**src/rtl/usb_reset_seq.sv**
```systemverilog
// Reset sequencer for the 60 MHz USB domain: synchronise PLL lock, wait for a
// stable lock, pulse the ULPI PHY reset, let the PHY settle, then release the core.
module usb_reset_seq #(
   parameter int SYNC_STAGES        = 2,
   parameter int LOCK_STABLE_CYCLES = 1024,
   parameter int PHY_RST_CYCLES     = 600,
   parameter int PHY_WAIT_CYCLES    = 3000,
   parameter int CNT_W              = 16
) (
   input  logic       clk60mhz,
   input  logic       rst,
   input  logic       clk_locked,
   input  logic       sw_restart,
   output logic       phy_reset,
   output logic       core_reset,
   output logic       ready,
   output logic [7:0] lock_lost_cnt,
   output logic [1:0] dbg_state
);

   typedef enum logic [1:0] {
      WAIT_LOCK = 2'd0,
      PHY_RST   = 2'd1,
      PHY_WAIT  = 2'd2,
      RUN       = 2'd3
   } state_e;

   localparam logic [CNT_W-1:0] LOCK_LAST = CNT_W'(LOCK_STABLE_CYCLES - 1);
   localparam logic [CNT_W-1:0] RST_LAST  = CNT_W'(PHY_RST_CYCLES - 1);
   localparam logic [CNT_W-1:0] WAIT_LAST = CNT_W'(PHY_WAIT_CYCLES - 1);

   logic [SYNC_STAGES-1:0] sync_q;
   state_e                 state_q, state_d;
   logic [CNT_W-1:0]       cnt_q, cnt_d;
   logic [7:0]             lost_q, lost_d;
   logic                   phy_reset_q, core_reset_q, ready_q;
   logic                   lock_s;

   assign lock_s = sync_q[SYNC_STAGES-1];

   always_comb begin
      state_d = state_q;
      cnt_d   = cnt_q;
      lost_d  = lost_q;
      if (state_q == WAIT_LOCK) begin
         // Any low sample restarts the stability window from zero.
         if (!lock_s) begin
            cnt_d = '0;
         end else if (cnt_q == LOCK_LAST) begin
            state_d = PHY_RST;
            cnt_d   = '0;
         end else begin
            cnt_d = cnt_q + 1'b1;
         end
      end else if (!lock_s) begin
         state_d = WAIT_LOCK;
         cnt_d   = '0;
         if (lost_q != 8'hFF) lost_d = lost_q + 8'd1;
      end else if (sw_restart) begin
         state_d = WAIT_LOCK;
         cnt_d   = '0;
      end else begin
         case (state_q)
            PHY_RST: begin
               if (cnt_q == RST_LAST) begin
                  state_d = PHY_WAIT;
                  cnt_d   = '0;
               end else begin
                  cnt_d = cnt_q + 1'b1;
               end
            end
            PHY_WAIT: begin
               if (cnt_q == WAIT_LAST) begin
                  state_d = RUN;
                  cnt_d   = '0;
               end else begin
                  cnt_d = cnt_q + 1'b1;
               end
            end
            default: cnt_d = '0;
         endcase
      end
   end

   // Outputs are decoded from the next state so they change on the same edge as the state.
   always_ff @(posedge clk60mhz or negedge rst) begin
      if (!rst) begin
         sync_q       <= '0;
         state_q      <= WAIT_LOCK;
         cnt_q        <= '0;
         lost_q       <= '0;
         phy_reset_q  <= 1'b1;
         core_reset_q <= 1'b1;
         ready_q      <= 1'b0;
      end else begin
         sync_q       <= {sync_q[SYNC_STAGES-2:0], clk_locked};
         state_q      <= state_d;
         cnt_q        <= cnt_d;
         lost_q       <= lost_d;
         phy_reset_q  <= (state_d == WAIT_LOCK) || (state_d == PHY_RST);
         core_reset_q <= (state_d != RUN);
         ready_q      <= (state_d == RUN);
      end
   end

   assign phy_reset     = phy_reset_q;
   assign core_reset    = core_reset_q;
   assign ready         = ready_q;
   assign lock_lost_cnt = lost_q;
   assign dbg_state     = state_q;

endmodule

```
**config.mk**
```make
export PLATFORM = sky130hd
export DESIGN_NAME = usb_reset_seq
export DESIGN_NICKNAME = d
export VERILOG_FILES = /design/src/rtl/usb_reset_seq.sv
export SDC_FILE = /design/constraint.sdc
export NUM_CORES = 1
export LEC_CHECK = 0
export CAP_MARGIN = 20
export CORE_MARGIN = 3
export CORE_UTILIZATION = 55
export DETAILED_ROUTE_END_ITERATION = 8
export GPL_TIMING_DRIVEN = 0
export PLACE_DENSITY_LB_ADDON = 0.15
export SYNTH_ARGS = -nofsm -noshare
export SYNTH_HDL_FRONTEND = slang
export SYNTH_SLANG_ARGS = --single-unit
```
**constraint.sdc**
```tcl
create_clock -name clk60mhz -period 1.96 [get_ports clk60mhz]
set_input_delay 0.392 -clock clk60mhz [delete_from_list [all_inputs] [get_ports clk60mhz]]
set_output_delay 0.392 -clock clk60mhz [all_outputs]
set_load 0.005 [all_outputs]
```
==> impl_metrics.json, run 1 <==
{
  "core_um2": 2590,
  "synth.distinct_cells": 32,
  "layout_common_cells": "dfrtp_1 (28), nor2_1 (24), clkdlybuf4s50_1 (16)",
  "num_rows": 18,
  "die_h_um": 59.3,
  "layout-drive-gt1-share_pct": 16.3,
  "ctsHoldBuffers": 0,
  "cp.required_ns": 2.18,
  "grt_max_degree": 21,
  "p_leak_nw": 0.867,
  "synth_area_per_cell_um2": 10.8,
  "synth_area_leaders": "dfrtp_1 (47%), xnor2_1 (6.7%), nor2_1 (6.0%)",
  "path_class": "flip-flop to flip-flop",
  "numCtsBuffers": 5,
  "slew_viol_final": 0,
  "htree_levels": 2,
  "dr.pass1.iters": 4,
  "cts_tree": "done",
  "start_util_pct": 60.2,
  "pre_cts_slack_ns": -0.0935,
  "diodes": 0,
  "fin_crit_sh_pct": 97.5,
  "reg2reg_depth": 6,
  "yosysTopAreaCell": "dfrtp_1",
  "via_per_inst": 5.94,
  "worst_pin_slew_ns": 0.598,
  "final_util_pct": 75.2,
  "synthCells": 145,
  "fillers": 195,
  "die-area_um2": 3510,
  "wirelength_um": 3390,
  "dp_hpwl_um": 2290,
  "vias": 1236,
  "grt_pass1_vias": 1204,
  "drc": 0,
  "final_nets": 186,
  "min_to": "sync_q[1]$_DFF_PN0_",
  "relSlewSlack_pct": 60.0,
  "cts_root_buffer": "clkbuf_4",
  "setup_viol": 0,
  "ant_nets": 0,
  "status": "finished, final reports clean",
  "tns_ns": 0,
  "arrival_ns": 2.14,
  "grt_first_pass_wirelength_um": 5350,
  "p_per_area_nw_per_um2": 630,
  "drv_cap": 0,
  "min_from": "sync_q[0]$_DFF_PN0_",
  "multi_input_area_um2": 759,
  "power_mw": 1.23,
  "clkLatencyLatePin_ns": 0.33,
  "start_kind": "flip-flop",
  "gp_congestion": 0.782,
  "crit-reg2reg-capture": "cnt_q[12]$_DFF_PN0_",
  "rr_startpoint": "cnt_q[14]$_DFF_PN0_",
  "port_buffers": 16,
  "skew_ns": 0.00531,
  "seq_area_um2": 779,
  "hold_viol": 0,
  "synth_seq_cells": 31,
  "stdcell_area_um2": 1950,
  "clkTransAtPathRegs_ns": 0.10,
  "syn_area_um2": 1560,
  "final_common_cell": "dfrtp_1",
  "hp-class": "flip-flop to flip-flop",
  "cts_max_path_buffers": 2,
  "yosysWarnings": 0,
  "die_x_um": 59.3,
  "placed_area_um2": 1790,
  "io_pins": 17,
  "yosysSeqAreaShare_pct": 49.9,
  "grt_overflow": 0,
  "cts.sinks": 31,
  "syn_nets": 154,
  "area_growth_pct": 24.9,
  "reg2reg_slack_ns": 0.05,
  "worstPathMaxFanout": 5,
  "synth.top_cell.area_share_pct": 46.5,
  "drtIter0Drc": 72,
  "worstHoldPathCells": 0,
  "post_drt_wl_per_cell_um": 16.3,
  "timing.final.ws_setup_ns": 0.0489,
  "max_freq_mhz": 523,
  "vdd_ir_drop_max_uv": 840,
  "antenna_found_initial": 0,
  "grt.total_usage_pct": 21.1,
  "end_kind": "flip-flop",
  "fin_crit_ns": 1.91
}
sequential cells by signal, summed over array words and instances, names as in the netlist:
signal and cells:
cnt_q 16, lock_lost_cnt 8, dbg_state 2, sync_q 2, core_reset 1, phy_reset 1, ready 1
layer usage:
metal	vias to the layer above	wire (um)	global-route usage, %
li1	571	-	-
met1	601	1330	25.5
met2	55	1750	33.9
met3	9	237	6.54
met4	0	68	10.7
met5	-	0	0
synth_stat cells:
| library cell | count |
|---|---|
| nor4_4 | 1 |
| inv_1 | 6 |
| o21ai_0 | 2 |
| a32oi_4 | 1 |
| nor3_1 | 3 |
| a22o_1 | 1 |
| nor3b_1 | 1 |
| o21a_1 | 1 |
| nor4b_1 | 1 |
| ha_1 | 5 |
| nor2b_1 | 1 |
| and4bb_2 | 2 |
| nand2b_1 | 2 |
| and4b_1 | 2 |
| nand3_1 | 7 |
| and3_1 | 3 |
| and4_1 | 5 |
| and2_1 | 2 |
| xnor2_1 | 12 |
| nand2_1 | 7 |
| nor2_1 | 25 |
| xor2_1 | 9 |
| o21ai_1 | 1 |
| nand4_1 | 7 |
| buf_6 | 1 |
| o211a_1 | 1 |
| mux2_2 | 1 |
| dfstp_2 | 2 |
| a41oi_1 | 2 |
| o211ai_1 | 1 |
| o22ai_1 | 1 |
| dfrtp_1 | 29 |
final cells by class:
class,instances,share of cell area (%)
plain buffers,1,0.578
repair buffers,25,12.9
clock buffers,6,2.63
inverters,6,1.16
flip-flops and latches,31,40.0
clock inverters,2,1.80
well taps,30,1.93
multi-input cells,107,39.0
power breakdown:
| part | switching (mW) | internal, mW | leakage [nW] |
|---|---|---|---|
| logic | 0.0282 | 0.0287 | 0.401 |
| clock network | 0.216 | 0.301 | 0.0482 |
| registers | 0.00713 | 0.646 | 0.418 |
| total | 0.252 | 0.976 | 0.867 |
cell families (layout without fill, tap and decap cells):
family                     after synthesis  in the layout  share of synthesized area (%)
and+or+nand+nor                         69             69                           25.0
DFF                                     31             31                           49.9
xor gates and xnor gates                21             21                           11.8
AOI/OAI and AO/OA                       11             11                           6.42
buffers and inverters                    7             40                           2.17
adders and majority gates                5              5                           4.01
muxes                                    1              1                          0.722
critical path, stage by stage (launching register included):
cell,delay [ns]
dfrtp_1,0.46
nor4_4,0.41
nand4_1,0.20
a22o_1,0.26
a32oi_4,0.25
buf_6,0.17
nor2_1,0.06
worst max-delay path by stage:
stage,start,endpoint,slack (ns)
floorplan,cnt_q[0]$_DFF_PN0_,cnt_q[10]$_DFF_PN0_,0.24
global placement,cnt_q[0]$_DFF_PN0_,cnt_q[8]$_DFF_PN0_,-0.03
detailed placement,cnt_q[0]$_DFF_PN0_,cnt_q[12]$_DFF_PN0_,-0.09
CTS,cnt_q[0]$_DFF_PN0_,cnt_q[0]$_DFF_PN0_,0.02
global route,cnt_q[12]$_DFF_PN0_,cnt_q[9]$_DFF_PN0_,-0.04
finish,cnt_q[14]$_DFF_PN0_,cnt_q[12]$_DFF_PN0_,0.05
metrics by stage:
step                      cells  hold slack (ns)
final                       208            0.359
after floorplan             145           0.0964
after detailed placement    192            0.337
after global placement      191            0.333
after global routing        208            0.375
after CTS                   202            0.360
what timing repair did:
item	in CTS	in global routing
gates resized for setup	1	5
buffers inserted	2	5
cloned	0	1
pin swaps	1	3
endpoints found under the setup margin	10	18
Note: power is estimated with default switching activity, not from simulation.
==> run 2, diff against run 1 <==
--- a/config.mk
+++ b/config.mk
@@ -8,7 +8,9 @@
 export CAP_MARGIN = 20
 export CORE_MARGIN = 3
 export CORE_UTILIZATION = 55
+export CTS_BUF_LIST = sky130_fd_sc_hd__clkbuf_8
 export DETAILED_ROUTE_END_ITERATION = 8
+export DONT_BUFFER_PORTS = 1
 export GPL_TIMING_DRIVEN = 0
 export PLACE_DENSITY_LB_ADDON = 0.15
 export SYNTH_ARGS = -nofsm -noshare
==> constraint.sdc (replaced) <==
create_clock -name clk60mhz -period 1.96 [get_ports clk60mhz]
set_input_delay 0.392 -clock clk60mhz [delete_from_list [all_inputs] [get_ports clk60mhz]]
set_output_delay 0.392 -clock clk60mhz [all_outputs]
set_load 0.05 [all_outputs]
==> run 2 against run 1 <==
  * Design area is 6.5% lower
  * Highest routed layer unchanged
  * Critical endpoint is now cnt_q[10]$_DFF_PN0_
  * Utilization is 4.9 points lower
  * Combinational power is 14% lower
  * Setup slack worse by 0.022 ns
  * Fmax is 1.1% lower
  * Via count is 5.7% lower
  * Clock-buffer cell count is 1 lower
  * Flip-flop and latch count stayed put
==> impl_metrics.json, run 2 (synthesis gave the netlist of run 1 again) <==
{
  "status": "finished, final reports clean",
  "stdcell_area_um2": 1820,
  "core_um2": 2590,
  "die-area_um2": 3510,
  "path_class": "flip-flop to flip-flop",
  "fillers": 191,
  "clkLatencyLatePin_ns": 0.28,
  "post_drt_wl_per_cell_um": 17.0,
  "start_kind": "flip-flop",
  "grt_first_pass_wirelength_um": 5130,
  "max_freq_mhz": 517,
  "drtIter0Drc": 54,
  "vias": 1165,
  "io_pins": 17,
  "final_util_pct": 70.3,
  "placed_area_um2": 1600,
  "clkTransAtPathRegs_ns": 0.07,
  "p_leak_nw": 0.812,
  "start_util_pct": 60.2,
  "regMostFlops": "cnt_q",
  "dr.pass1.iters": 4,
  "dp_hpwl_um": 2070,
  "die_x_um": 59.3,
  "num_rows": 18,
  "skew_ns": 0.00691,
  "grt.total_usage_pct": 19.7,
  "dp_cells": 175,
  "relSlewSlack_pct": 60.1,
  "grt_max_degree": 32,
  "setup_viol": 0,
  "via_per_inst": 6.07,
  "area_growth_pct": 16.8,
  "wirelength_um": 3260,
  "ant_nets": 0,
  "final_nets": 170,
  "diodes": 0,
  "die_h_um": 59.3,
  "end_kind": "flip-flop",
  "hp-class": "input port to flip-flop",
  "gp_congestion": 0.755,
  "arrival_ns": 2.10,
  "cts.sinks": 31,
  "p_per_area_nw_per_um2": 712,
  "cts_tree": "done",
  "cp.required_ns": 2.12,
  "hold_viol": 0,
  "cts_root_buffer": "clkbuf_8",
  "worst_pin_slew_ns": 0.598,
  "drv_cap": 0,
  "final_common_cell": "dfrtp_1",
  "layout_common_cells": "dfrtp_1 (24), nor2_1 (23), xnor2_1 (12)",
  "numCtsBuffers": 5,
  "largest_reg_flops": 16,
  "port_buffers": 0,
  "htree_levels": 2,
  "grt_pass1_vias": 1139,
  "fin_crit_ns": 1.93,
  "final_cell_count_no_fill": 192,
  "vdd_ir_drop_max_uv": 724,
  "antenna_found_initial": 0,
  "worstPathMaxFanout": 5,
  "fin_crit_sh_pct": 98.6,
  "cts_max_path_buffers": 2,
  "drc": 0,
  "grt_overflow": 0,
  "slew_viol_final": 0,
  "layout-drive-gt1-share_pct": 21.6
}
## run 2: changes by cell type in the layout (fill, tap and decap cells not counted), moves of 2 or more
cell             delta
inv_2               +2
dfrtp_2             +4
dfrtp_1             -4
clkbuf_8            +4
clkdlybuf4s50_1    -16
clkbuf_4            -5
## run 2: final cells by class
class                           instances  area [um2]  area share (%)
Inverter                                6        22.5            1.24
Buffer                                  1        11.3           0.618
Clock buffer                            5        68.8            3.78
Timing Repair Buffer                    9        86.3            4.74
Clock inverter                          3        37.5            2.06
Multi-Input combinational cell        107         773            42.4
Tap cell                               30        37.5            2.06
Sequential cell                        31         785            43.1
## run 2: path summary, 6_finish.rpt
path,to,cells after the start,slack (ns),start
max,cnt_q[10]$_DFF_PN0_,7,0.03,cnt_q[0]$_DFF_PN0_
min,sync_q[0]$_DFF_PN0_,0,0.14,clk_locked
max reg2reg,cnt_q[10]$_DFF_PN0_,7,0.03,cnt_q[0]$_DFF_PN0_
min reg2reg,sync_q[1]$_DFF_PN0_,0,0.35,sync_q[0]$_DFF_PN0_
max in group asynchronous,core_reset$_DFF_PN1_,2,1.14,rst
min in group asynchronous,cnt_q[6]$_DFF_PN0_,2,0.58,rst
## run 2: metal layers
layer / track usage [%] / vias to the layer above / wire, um / share of wire (%)
met5: 0 / - / 0 / 0
met1: 23.5 / 582 / 1450 / 45
li1: - / 543 / - / -
met2: 32.4 / 31 / 1590 / 49
met4: 7.77 / 0 / 74 / 2.3
met3: 6.75 / 9 / 142 / 4.4
## run 2: repair_timing
action | CTS | global route
setup endpoints to repair | 26 | 22
pin swaps | 2 | 5
cloned | 0 | 1
buffers inserted | 2 | 4
gates resized for setup | 7 | 9
hold endpoints to repair | 31 | 0
hold buffers | 2 | 0
## run 2: per-stage QoR
step | TNS (ns) | total power, mW | hold WS (ns) | setup WS (ns)
2_1_floorplan | 0 | 0.679 | 0.0964 | 0.0205
3_3_place_gp | -1.37 | 0.684 | 0.0971 | -0.146
3_5_place_dp | -2.33 | 0.684 | 0.0971 | -0.178
4_1_cts | 0 | 1.30 | 0.126 | 0.0106
5_1_grt | -1.04 | 1.34 | 0.124 | -0.0846
6_report | 0 | 1.30 | 0.135 | 0.0269
## run 2: worst max-delay path: stages (launching register included)
cell     delay (ns)
dfrtp_1        0.37
ha_2           0.22
and4b_1        0.28
nand4_1        0.16
a22o_1         0.26
a32oi_4        0.28
buf_6          0.17
nor2_1         0.05
## run 2: where the power goes
| group | leakage [nW] | switching (mW) | internal [mW] | total, mW |
|---|---|---|---|---|
| clock | 0.0607 | 0.225 | 0.369 | 0.594 |
| sequential | 0.411 | 0.00736 | 0.647 | 0.655 |
| combinational | 0.341 | 0.0254 | 0.0232 | 0.0487 |
| total | 0.812 | 0.258 | 1.04 | 1.30 |
